--- src/rtl/ps2_pkg.sv ---
// Shared PS/2 definitions: host transmitter state encoding, command bytes, frame geometry.
package ps2_pkg;

  typedef enum logic [2:0] {
    IDLE,
    INHIBIT,
    REQ,
    SHIFT,
    WAIT_IDLE
  } ps2_tx_state_t;

  localparam logic [7:0] PS2_CMD_SET_LEDS = 8'hED;
  localparam logic [7:0] PS2_CMD_ECHO     = 8'hEE;
  localparam logic [7:0] PS2_CMD_RESET    = 8'hFF;
  localparam logic [7:0] PS2_ACK          = 8'hFA;

  localparam int FRAME_EDGES = 11;

  // Counter width able to hold 0..n-1, never narrower than one bit.
  function automatic int cnt_width(input int n);
    return (n < 2) ? 1 : $clog2(n);
  endfunction

endpackage

--- src/rtl/ps2_line_filter.sv ---
// One PS/2 line: 2-flop synchronizer, FILTER_LEN-sample glitch filter, 1->0 edge pulse.
module ps2_line_filter
  import ps2_pkg::*;
#(
  parameter int FILTER_LEN = 8
) (
  input  logic clk_50,
  input  logic reset,
  input  logic line_i,
  output logic level_o,
  output logic fall_o
);

  localparam int CNT_W = cnt_width(FILTER_LEN);
  localparam logic [CNT_W-1:0] CNT_LAST = CNT_W'(FILTER_LEN - 1);

  logic             sync1_q, sync2_q, level_q, fall_q;
  logic [CNT_W-1:0] cnt_q;

  // The run counter restarts whenever the synchronized sample agrees with the filtered level.
  always_ff @(posedge clk_50 or posedge reset) begin
    if (reset) begin
      sync1_q <= 1'b1;
      sync2_q <= 1'b1;
      level_q <= 1'b1;
      fall_q  <= 1'b0;
      cnt_q   <= '0;
    end else begin
      sync1_q <= line_i;
      sync2_q <= sync1_q;
      fall_q  <= 1'b0;
      if (sync2_q == level_q) begin
        cnt_q <= '0;
      end else if (cnt_q == CNT_LAST) begin
        level_q <= sync2_q;
        fall_q  <= level_q;
        cnt_q   <= '0;
      end else begin
        cnt_q <= cnt_q + CNT_W'(1);
      end
    end
  end

  assign level_o = level_q;
  assign fall_o  = fall_q;

endmodule

--- src/rtl/ps2_host_tx.sv ---
// PS/2 host-to-device command transmitter: inhibit, request-to-send, device-clocked frame, ack.
module ps2_host_tx
  import ps2_pkg::*;
#(
  parameter int INHIBIT_CYCLES = 5000,
  parameter int REQ_CYCLES     = 100,
  parameter int TIMEOUT_CYCLES = 1_000_000,
  parameter int FILTER_LEN     = 8
) (
  input  logic       clk_50,
  input  logic       reset,
  input  logic       tx_start,
  input  logic [7:0] tx_data,
  output logic       tx_ready,
  output logic       tx_done,
  output logic       ack_ok,
  output logic       tx_err,
  output logic       rx_inhibit,
  input  logic       ps2c_in,
  input  logic       ps2d_in,
  output logic       ps2c_drive_low,
  output logic       ps2d_drive_low
);

  localparam int MAX_IR  = (INHIBIT_CYCLES > REQ_CYCLES) ? INHIBIT_CYCLES : REQ_CYCLES;
  localparam int MAX_CYC = (TIMEOUT_CYCLES > MAX_IR) ? TIMEOUT_CYCLES : MAX_IR;
  localparam int CNT_W   = cnt_width(MAX_CYC);
  localparam int EDGE_W  = cnt_width(FRAME_EDGES);
  localparam logic [CNT_W-1:0]  INH_LAST  = CNT_W'(INHIBIT_CYCLES - 1);
  localparam logic [CNT_W-1:0]  REQ_LAST  = CNT_W'(REQ_CYCLES - 1);
  localparam logic [CNT_W-1:0]  TO_LAST   = CNT_W'(TIMEOUT_CYCLES - 1);
  localparam logic [EDGE_W-1:0] STOP_EDGE = EDGE_W'(FRAME_EDGES - 1);

  ps2_tx_state_t     state_q;
  logic [CNT_W-1:0]  cnt_q, cnt_d;
  logic [EDGE_W-1:0] edge_q;
  logic [9:0]        shreg_q, shreg_d;
  logic tx_ready_q, tx_done_q, ack_ok_q, tx_err_q, rx_inhibit_q, c_low_q, d_low_q;
  logic c_level, c_fall, d_level, d_fall_unused;
  logic accept, timeout, shift_en;

  ps2_line_filter #(.FILTER_LEN(FILTER_LEN)) u_filt_c (
    .clk_50(clk_50), .reset(reset), .line_i(ps2c_in), .level_o(c_level), .fall_o(c_fall)
  );
  ps2_line_filter #(.FILTER_LEN(FILTER_LEN)) u_filt_d (
    .clk_50(clk_50), .reset(reset), .line_i(ps2d_in), .level_o(d_level), .fall_o(d_fall_unused)
  );

  assign accept   = (state_q == IDLE) && tx_start && tx_ready_q;
  assign timeout  = ((state_q == SHIFT) || (state_q == WAIT_IDLE)) && (cnt_q == TO_LAST);
  assign shift_en = (state_q == SHIFT) && c_fall && !timeout && (edge_q != STOP_EDGE);
  assign cnt_d    = (cnt_q == '1) ? cnt_q : cnt_q + CNT_W'(1);
  assign shreg_d  = accept ? {1'b1, ~^tx_data, tx_data} : {1'b0, shreg_q[9:1]};

  // Frame bits {stop, odd parity, data}; bit 0 is the next one put on ps2d.
  always_ff @(posedge clk_50) begin
    if (accept || shift_en) shreg_q <= shreg_d;
  end

  always_ff @(posedge clk_50 or posedge reset) begin
    if (reset) begin
      state_q      <= IDLE;
      cnt_q        <= '0;
      edge_q       <= '0;
      tx_ready_q   <= 1'b1;
      tx_done_q    <= 1'b0;
      ack_ok_q     <= 1'b0;
      tx_err_q     <= 1'b0;
      rx_inhibit_q <= 1'b0;
      c_low_q      <= 1'b0;
      d_low_q      <= 1'b0;
    end else begin
      tx_done_q <= 1'b0;
      tx_err_q  <= 1'b0;
      case (state_q)
        IDLE: begin
          cnt_q      <= '0;
          tx_ready_q <= 1'b1;
          if (accept) begin
            state_q      <= INHIBIT;
            edge_q       <= '0;
            tx_ready_q   <= 1'b0;
            rx_inhibit_q <= 1'b1;
            ack_ok_q     <= 1'b0;
            c_low_q      <= 1'b1;
          end
        end
        INHIBIT: begin
          if (cnt_q == INH_LAST) begin
            cnt_q   <= '0;
            d_low_q <= 1'b1;
            state_q <= REQ;
          end else begin
            cnt_q <= cnt_d;
          end
        end
        REQ: begin
          if (cnt_q == REQ_LAST) begin
            cnt_q   <= '0;
            c_low_q <= 1'b0;
            state_q <= SHIFT;
          end else begin
            cnt_q <= cnt_d;
          end
        end
        SHIFT, WAIT_IDLE: begin
          cnt_q <= cnt_d;
          // Timeout wins over a coincident clock edge.
          if (timeout) begin
            c_low_q      <= 1'b0;
            d_low_q      <= 1'b0;
            tx_err_q     <= 1'b1;
            rx_inhibit_q <= 1'b0;
            state_q      <= IDLE;
          end else if ((state_q == SHIFT) && c_fall) begin
            edge_q <= edge_q + EDGE_W'(1);
            if (edge_q == STOP_EDGE) begin
              ack_ok_q <= ~d_level;
              c_low_q  <= 1'b0;
              d_low_q  <= 1'b0;
              state_q  <= WAIT_IDLE;
            end else begin
              d_low_q <= ~shreg_q[0];
            end
          end else if ((state_q == WAIT_IDLE) && c_level && d_level) begin
            tx_done_q    <= 1'b1;
            rx_inhibit_q <= 1'b0;
            state_q      <= IDLE;
          end
        end
        default: state_q <= IDLE;
      endcase
    end
  end

  assign tx_ready       = tx_ready_q;
  assign tx_done        = tx_done_q;
  assign ack_ok         = ack_ok_q;
  assign tx_err         = tx_err_q;
  assign rx_inhibit     = rx_inhibit_q;
  assign ps2c_drive_low = c_low_q;
  assign ps2d_drive_low = d_low_q;

endmodule

--- config.mk ---
export PLATFORM = sky130hd
export DESIGN_NAME = ps2_host_tx
export DESIGN_NICKNAME = d
export VERILOG_FILES = /design/src/rtl/ps2_pkg.sv /design/src/rtl/ps2_line_filter.sv /design/src/rtl/ps2_host_tx.sv
export SDC_FILE = /design/constraint.sdc
export NUM_CORES = 1
export LEC_CHECK = 0
export ABC_AREA = 1
export BUFFER_PORTS_ARGS = -buffer_cell sky130_fd_sc_hd__buf_2
export CAP_MARGIN = 40
export CORE_UTILIZATION = 45
export CTS_BUF_LIST = sky130_fd_sc_hd__clkbuf_16
export CTS_CLUSTER_SIZE = 30
export DETAILED_ROUTE_END_ITERATION = 12
export GPL_TIMING_DRIVEN = 0
export PLACE_DENSITY = 0.6
export SLEW_MARGIN = 40
export SYNTH_ARGS = -nofsm -noshare
export SYNTH_HDL_FRONTEND = slang
export SYNTH_SLANG_ARGS = --single-unit
--- constraint.sdc ---
create_clock -name clk_50 -period 2.4 [get_ports clk_50]
set_input_delay 0.12 -clock clk_50 [delete_from_list [all_inputs] [get_ports clk_50]]
set_output_delay 0.12 -clock clk_50 [all_outputs]
set_load 0.02 [all_outputs]
* Word-level counts from Yosys, hierarchy flattened
Cells that the tools add are included.
** Word-level totals
- Register bits after elaboration :: 57
- Bits of input ports :: 13
- Output and inout port bits :: 7
- Logic and storage cells :: 130
** Operators by class
- $add $sub $neg :: 4
- Equal/unequal tests :: 26
- Mux-type cells :: 50
- Bitwise logic cells :: 4
- Reduce and logical (&&, ||, !) cells :: 26
** Operators by type and width (number)
- $pmux W20 S4 :: 1
- $mux W20 :: 3
- $eq A20 B20 Y1 const B :: 2
- $mux W3 :: 11
- $mux W1 :: 25
- $add A20 B1 Y20 const B :: 1
- $eq A20 B13 Y1 const B :: 1
- $eq A20 B7 Y1 const B :: 1
- $reduce_and A5 Y1 :: 3
- $mux W4 :: 3
- $ne A2 B2 Y1 const B :: 6
- $ne A3 B3 Y1 const B :: 4
- $ne A4 B4 Y1 const B :: 3
- $pmux W3 S4 :: 1
- $mux W10 :: 1
- $eq A3 B3 Y1 const B :: 3
- $logic_and A1 B1 Y1 :: 8
- $pmux W4 S2 :: 1
- $reduce_and A4 Y1 :: 2
- $reduce_xnor A8 Y1 :: 1
- $add A3 B1 Y3 const B :: 2
- $eq A3 B2 Y1 const B :: 2
- $pmux W1 S2 :: 3
- $add A4 B1 Y4 const B :: 1
- other kinds (14) :: 21

* Longest topological paths before layout
Gate-level depths: netlist of the first run.
- Depth after elaboration :: 7
- Mapped depth :: 12
- Gate-level depth less buffers :: 12

* Modules after synthesis
Synthesis of the first run repeated with hierarchy kept, for this count alone.
** Unflattened totals
- Cell total of the unflattened synthesis :: 486
- Area, all modules :: 3599.7 um2
** Modules (own cells, without submodules)
- ps2_host_tx :: instances 1, cells each 436, area each 3064.2 um2, sequential area each 1152.4 um2
- ps2_line_filter :: instances 2, cells each 25, area each 267.8 um2, sequential area each 178.9 um2

* Worst setup path after synthesis of the first run
Ideal clock, no wire load.
- Kind :: reg-to-reg
- Start :: reg state_q[0]
- End :: reg shreg_q[0], enable pin
- Setup time :: 0.340 ns
- Arrival time :: 1.408 ns
- Required time :: 2.060 ns
- Path slack :: 0.653 ns
- Cell stages (with the launch flop) :: 9
- Path buffers :: 1
- Period minus slack after synthesis :: 1.747 ns
- Path through :: dfrtp_1 inv_1 nand2_1 nor2_1 inv_1 nor2_1 inv_1 buf_2 nand2_1
** Between the ends
- Longest elaborated chain between the ends :: 7
- Elaborated cells on any way between the ends :: 12
- Those cells by class :: eq/ne: 2; reduce/logical: 10
** RTL lines
- start, declared :: line ps2_host_tx.sv:34 : ps2_tx_state_t state_q;
- start signal, assigned :: line ps2_host_tx.sv:62 : state_q <= IDLE;
- start signal, assigned :: line ps2_host_tx.sv:80 : state_q <= INHIBIT;
- start signal, assigned :: line ps2_host_tx.sv:92 : state_q <= REQ;
- $eq A3 B2 Y1 or $eq A3 B3 Y1 (tied branches) :: line ps2_host_tx.sv:50, ps2_host_tx.sv:51
- $logic_or A1 B1 Y1 :: line ps2_host_tx.sv:50 : assign timeout = ((state_q == SHIFT) || (state_q == WAIT_IDLE)) && (cnt_q == TO_LAST);
- $logic_and A1 B1 Y1 :: line ps2_host_tx.sv:50
- $logic_not A1 Y1 :: line ps2_host_tx.sv:51 : assign shift_en = (state_q == SHIFT) && c_fall && !timeout && (edge_q != STOP_EDGE);
- $logic_and A1 B1 Y1 (2 in a row) :: line ps2_host_tx.sv:51
- $logic_or A1 B1 Y1 * :: line ps2_host_tx.sv:57 : if (accept || shift_en) shreg_q <= shreg_d;
- end signal, assigned :: line ps2_host_tx.sv:57
- end, declared :: line ps2_host_tx.sv:37 : logic [9:0] shreg_q, shreg_d;
Every way passes the cells marked *; elsewhere a longest branch is shown, timed or not.
A chain may end at the register's enable or synchronous reset.

* Final worst setup path of the first run
- Start :: reg cnt_q[0]
- End :: reg shreg_q[7], enable pin
** Between the ends
- Longest elaborated chain between the ends :: 6
** RTL lines
- start, declared :: line ps2_host_tx.sv:35 : logic [CNT_W-1:0] cnt_q, cnt_d;
- start signal, assigned :: line ps2_host_tx.sv:94 : cnt_q <= cnt_d;
- start signal, assigned :: line ps2_host_tx.sv:103 : cnt_q <= cnt_d;
- start signal, assigned :: line ps2_host_tx.sv:107 : cnt_q <= cnt_d;
- $eq A20 B20 Y1 :: line ps2_host_tx.sv:50
- $logic_and A1 B1 Y1 :: line ps2_host_tx.sv:50
- $logic_not A1 Y1 :: line ps2_host_tx.sv:51
- $logic_and A1 B1 Y1 (2 in a row) :: line ps2_host_tx.sv:51
- $logic_or A1 B1 Y1 :: line ps2_host_tx.sv:57
Every way passes these cells.

==> results of run 1 <==
cell usage after synthesis (2+ instances only):
master	instances	area share
nand2_1	139	0.16
nor2_1	52	0.058
inv_1	43	0.048
dfrtp_1	40	0.30
nand3_1	38	0.057
o21ai_0	19	0.028
nor3_1	12	0.018
edfxtp_1	10	0.090
nand2_2	8	0.015
xnor2_1	8	0.021
dfstp_2	7	0.055
ha_1	7	0.026
xor2_1	7	0.018
o21ai_1	6	0.0090
inv_2	5	0.0056
nand4_1	5	0.0093
nand3_2	4	0.012
a21oi_1	3	0.0045
nor2_2	3	0.0056
buf_2	2	0.0030
buf_4	2	0.0045
buf_6	2	0.0067
nor2_4	2	0.0067
cells in the final DEF, fill, tap and decap left out, types with 2 or more instances in the layout:
cell           instances
nand3_1               38
inv_4                  2
buf_6                  2
buf_2                 21
nor2_4                 2
nand2_2                8
nand4_1                5
nor2_1                52
o21ai_1                6
dlygate4sd3_1          3
dfstp_2                7
dfrtp_1               40
clkbuf_16              9
inv_1                 42
a21oi_1                3
bufinv_16              2
inv_2                  5
clkinvlp_4             2
nor2_2                 3
o21ai_0               19
buf_4                  2
nor3_1                12
xor2_1                 7
nand2_1              139
edfxtp_1              10
ha_1                   7
xnor2_1                8
nand3_2                4
power groups by stage:
stage	clock network (W)	logic (W)	registers (W)
global placement	0	0.00136	0.00135
global route	0.00144	0.00159	0.00137
floorplan	0	0.00102	0.00138
finish	0.00137	0.00139	0.00134
detailed placement	0	0.00139	0.00136
CTS	0.00139	0.00140	0.00134
worst max-delay path by stage:
stage	depth (start not counted)	slack, ps	to
2_1_floorplan	8	650	shreg_q[0]$_DFFE_PP_
3_3_place_gp	8	290	shreg_q[5]$_DFFE_PP_
3_5_place_dp	8	300	shreg_q[3]$_DFFE_PP_
4_1_cts	8	290	shreg_q[0]$_DFFE_PP_
5_1_grt	8	60	shreg_q[0]$_DFFE_PP_
6_report	8	290	shreg_q[7]$_DFFE_PP_
registers in the layout (all words and copies together), names as in the netlist, 3 cells and up:
signal and flops:
cnt_q 20, edge_q 4, shreg_q 10, state_q 3, u_filt_c.cnt_q 3, u_filt_d.cnt_q 3
timing repair:
action / CTS / global route
hold buffers: 3 / 0
gates resized for setup: 0 / 0
endpoints found under the hold margin: 17 / 0
critical path, stage by stage (launching register included):
cell	delay, ps
dfrtp_1	440
ha_1	330
inv_2	110
nor2_8	160
nand2_2	80
nor2_2	120
nand2_2	130
nand3_2	110
nand2_1	290
per-layer routing:
| layer | track usage | routed length [µm] | share of wire |
|---|---|---|---|
| met4 | 0.0704 | 91 | 0.012 |
| met3 | 0.0550 | 399 | 0.053 |
| met5 | 0 | 0 | 0 |
| met1 | 0.300 | 3720 | 0.50 |
| met2 | 0.329 | 3300 | 0.44 |
final cells by class:
type                       count  area (µm²)
fill                         703        3280
multi-input combinational    325        1620
sequential                    57        1490
clock buffer                   9         225
inverter                      49         189
timing repair buffer          23         145
tap                           99         124
clock inverter                 7        92.6
buffer                         7        51.3
kinds of logic after synthesis:
family          count (synthesis)  synth area share
simple gates                  270             0.366
flops                          57             0.444
buf+inv                        56            0.0711
compound gates                 33            0.0539
xor+xnor                       15            0.0393
fa+ha+maj                       7            0.0262
per-stage QoR:
| stage | power [W] | setup WS [ps] |
|---|---|---|
| after global routing | 0.00441 | 59.8 |
| after CTS | 0.00414 | 293 |
| final | 0.00411 | 290 |
| after detailed placement | 0.00274 | 302 |
| after global placement | 0.00272 | 288 |
| after floorplan | 0.00239 | 653 |
==> results.json, run 1 <==
{
  "cp-startpoint": "cnt_q[0]$_DFFE_PP0P_",
  "start_util": 0.464,
  "finalInstanceArea_um2": 3940,
  "grt_max_degree": 33,
  "core_um2": 7210,
  "required_ps": 2370,
  "antenna_found_initial": 0,
  "critPathLaunchType": "register",
  "finalSetupTns_ps": 0,
  "clockRootBuffer": "clkbuf_16",
  "grt_pass1_vias": 2719,
  "globalRouteOverflowTotal": 0,
  "hold_violations": 0,
  "final_util": 0.545,
  "fmax_ghz": 0.474,
  "area.growth.synth_to_final_pct": 17.6,
  "p_int_w": 0.00258,
  "setup_viol_count_final": 0,
  "rr_worst_depth": 8,
  "status": "finished clean",
  "cts_buffers": 9,
  "reg2reg_from": "cnt_q[0]$_DFFE_PP0P_",
  "critical_path_arrival_ps": 2090,
  "post-route-min-period_ps": 2110,
  "r2r_end": "shreg_q[7]$_DFFE_PP_",
  "syn_nets": 458,
  "slew-limit-headroom": 0.683,
  "drtIter0Drc": 179,
  "holdPathStages": 3,
  "crit_type": "reg2reg",
  "fin_hold_ws_ps": 94.6,
  "placementRows": 31,
  "yosysSeqAreaShare": 0.444,
  "p_sw_w": 0.00152,
  "synth.distinct_cells": 37,
  "hold_path_class": "in2reg",
  "clkTransAtPathRegs_ps": 60,
  "syn_avg_cell_area_um2": 7.64,
  "reg2reg_slack_ps": 290,
  "postSynth.asyncResetShare": 0.825,
  "place_congestion": 0.820,
  "hpwl_um": 5440,
  "ctsHtreeMaxLevel": 3,
  "cts_max_path_buffers": 2,
  "wl_per_cell_um": 13.0,
  "p_per_area_nw_per_um2": 1040,
  "min_to": "shreg_q[0]$_DFFE_PP_",
  "yosysWarnings": 0,
  "layout.cells.non_filler": 576,
  "p_comb_frac": 0.339,
  "crit_path_end_kind": "register",
  "syn_area_um2": 3350,
  "peakVddDrop_v": 0.000505,
  "via_count": 2842,
  "insertion_delay_ps": 330,
  "holdCritStartpoint": "tx_data[0]",
  "slew_violations": 0,
  "rsz0062_at_grt": "no",
  "drc": 0,
  "p_sw_frac": 0.370,
  "crit_fanout": 10,
  "ios": 20,
  "totalWireLength_um": 7500,
  "fp.dieH_um": 88.2,
  "vias_per_cell": 4.93,
  "ys_ff_latch": 57,
  "place_area_um2": 3590,
  "worst_slew_pin_slew_ps": 474,
  "syn_inst": 438,
  "grt_use_total": 0.216,
  "synth_enable_flop_cells": 10,
  "post_cts_buffers": 0,
  "period_share": 0.879,
  "die_width_um": 88.2,
  "diodes": 0,
  "grt_first_pass_wirelength_um": 12800,
  "fin_skew_ps": 6.19,
  "dp.cells": 557,
  "firstDrtPassIters": 5,
  "antenna_left": 0,
  "fp.dieArea_um2": 7780,
  "p_seq_frac": 0.327,
  "ys.flop_type": "dfrtp_1",
  "drive_gt1_frac": 0.170,
  "nets": 492,
  "cts_tree": "built",
  "cap_violations": 0,
  "clockPowerShare": 0.334,
  "clock-sinks": 57,
  "p_leak_nw": 1.91,
  "port_buffers": 19
}
(Power assumes the default switching activity.)
==> run 2: changes to the inputs <==
CORE_MARGIN = 8   (was unset)
PLACE_DENSITY = unset   (was 0.6)
PLACE_DENSITY_LB_ADDON = 0.1   (was unset)
clock period = 2.48 ns   (was 2.4 ns; I/O delays follow)
==> run 2 against run 1 <==
Power fell by 4.1%. Critical path depth unchanged. First-iteration DRC count up 4.5%. Design area fell by 0.13%. Via count up 0.49%. Global-route usage fell by 5.9 points. Setup slack better by 120 ps. Sequential power decreased by 3%. Combinational power fell by 4%. Critical endpoint is now shreg_q[0]$_DFFE_PP_. Count of clock-buffer cells in the layout stayed put.
==> results.json, run 2 (same netlist as run 1, synthesis figures left out) <==
{
  "status": "finished clean",
  "start_util": 0.464,
  "largest_reg_flops": 20,
  "cts_tree": "built",
  "placementRows": 31,
  "insertion_delay_ps": 320,
  "layout_top_registers": "cnt_q: 20 flops, shreg_q: 10 flops, edge_q: 4 flops",
  "grt_first_pass_wirelength_um": 12900,
  "fmax_ghz": 0.483,
  "antenna_left": 0,
  "core_um2": 7210,
  "cp-startpoint": "state_q[0]$_DFFE_PP0P_",
  "clkTransAtPathRegs_ps": 60,
  "reg2reg_from": "state_q[0]$_DFFE_PP0P_",
  "r2r_end": "shreg_q[0]$_DFFE_PP_",
  "fp.dieH_um": 102,
  "via_count": 2856,
  "final_cell_mix": "nand2_1 (139), nor2_1 (52), inv_1 (43)",
  "hold_path_class": "in2reg",
  "nets": 492,
  "hold_violations": 0,
  "cts_resized": 0,
  "vias_per_cell": 4.96,
  "area.growth.synth_to_final_pct": 17.5,
  "hpwl_um": 5400,
  "clockRootBuffer": "clkbuf_16",
  "firstDrtPassIters": 5,
  "place_congestion": 0.894,
  "max_stage_delay_ps": 400,
  "die_width_um": 102,
  "diodes": 0,
  "wl_per_cell_um": 12.8,
  "drive_gt1_frac": 0.170,
  "totalWireLength_um": 7360,
  "slew-limit-headroom": 0.691,
  "ios": 20,
  "total_power_w": 0.00394,
  "grt_pass1_vias": 2693,
  "final_util": 0.545,
  "cap_violations": 0,
  "fp.dieArea_um2": 10500,
  "cp_common_cell": "inv_1",
  "globalRouteOverflowTotal": 0,
  "hold_buffers": 3,
  "reg2reg_slack_ps": 410,
  "post_cts_buffers": 0,
  "port_buffers": 19,
  "crit_type": "reg2reg",
  "critical_path_arrival_ps": 2040,
  "drc": 0,
  "critPathLaunchType": "register",
  "slew_violations": 0,
  "top_register": "cnt_q",
  "cp_cell_sequence": "inv_1 -> nand2_1 -> nor2_1 -> inv_1 -> nor2_1 -> inv_1 -> buf_2 -> nand2_1",
  "setup_viol_count_final": 0,
  "grt_use_total": 0.157,
  "p_per_area_nw_per_um2": 1000,
  "grt_max_degree": 36,
  "ctsHtreeMaxLevel": 3,
  "crit_fanout": 10,
  "rr_worst_depth": 8,
  "crit_path_end_kind": "register",
  "peakVddDrop_v": 0.000423,
  "crit_end": "shreg_q[0]$_DFFE_PP_",
  "cts_buffers": 9,
  "finalSetupTns_ps": 0,
  "cp_slowest_cell": "dfrtp_1",
  "required_ps": 2450,
  "layout.cells.non_filler": 576,
  "fin_skew_ps": 10.0,
  "p_leak_nw": 1.92,
  "rsz0062_at_grt": "no",
  "worst_slew_pin_slew_ps": 459,
  "clock-sinks": 57,
  "drtIter0Drc": 187,
  "period_share": 0.835,
  "holdCritStartpoint": "tx_data[4]",
  "dp.cells": 557,
  "post-route-min-period_ps": 2070,
  "cts_max_path_buffers": 2,
  "antenna_found_initial": 0,
  "final_common_cell": "nand2_1"
}
run 2: changes by cell type in the layout (fill, tap and decap cells not counted):
cell	delta
inv_1	+1
clkinv_1	-1
clkinv_2	+2
clkinvlp_4	-2
inv_6	-1
clkinv_4	+1
run 2: layout make-up:
type,count,area (µm²)
well taps,99,124
clock inverters,7,87.6
multi-input cells,325,1620
plain buffers,7,51.3
clock buffers,9,225
repair buffers,23,145
inverters,49,189
flip-flops and latches,57,1490
fillers,703,3280
run 2: worst min-delay path by stage:
| stage | endpoint | slack (ps) | cells after the start |
|---|---|---|---|
| final | shreg_q[4]$_DFFE_PP_ | 100 | 3 |
| after global routing | shreg_q[7]$_DFFE_PP_ | 110 | 3 |
| after CTS | shreg_q[4]$_DFFE_PP_ | 90 | 3 |
| after detailed placement | u_filt_c.cnt_q[1]$_DFF_PP0_ | 50 | 2 |
| after global placement | u_filt_c.sync1_q$_DFF_PP1_ | 230 | 1 |
| after floorplan | u_filt_c.sync1_q$_DFF_PP1_ | 130 | 0 |
run 2: critical path: cells and delay by family (launching register included):
kind / cells / cell delay, ps
AND/OR/NAND/NOR: 4 / 830
buffers and inverters: 4 / 490
flip-flops: 1 / 400
run 2: layer usage:
layer	up-vias	share of wire	track usage
met5	-	0	0
met4	0	0.014	0.0677
li1	1467	-	-
met1	1300	0.50	0.215
met3	11	0.042	0.0286
met2	78	0.44	0.234
run 2: report_power, final:
group	leakage [nW]	total (W)	internal (W)	switching, W
sequential	0.704	0.00130	0.00118	0.000123
clock	0.160	0.00130	0.000871	0.000428
combinational	1.05	0.00134	0.000448	0.000891
total	1.92	0.00394	0.00249	0.00144
run 2: per-stage QoR:
stage               worst slack, ps  cell area, µm²  hold slack [ps]
finish                          409            3930             96.5
global route                    144            3930              108
CTS                             377            3930             94.0
detailed placement              411            3590             50.2
global placement                396            3560              230
floorplan                       733            3350              128
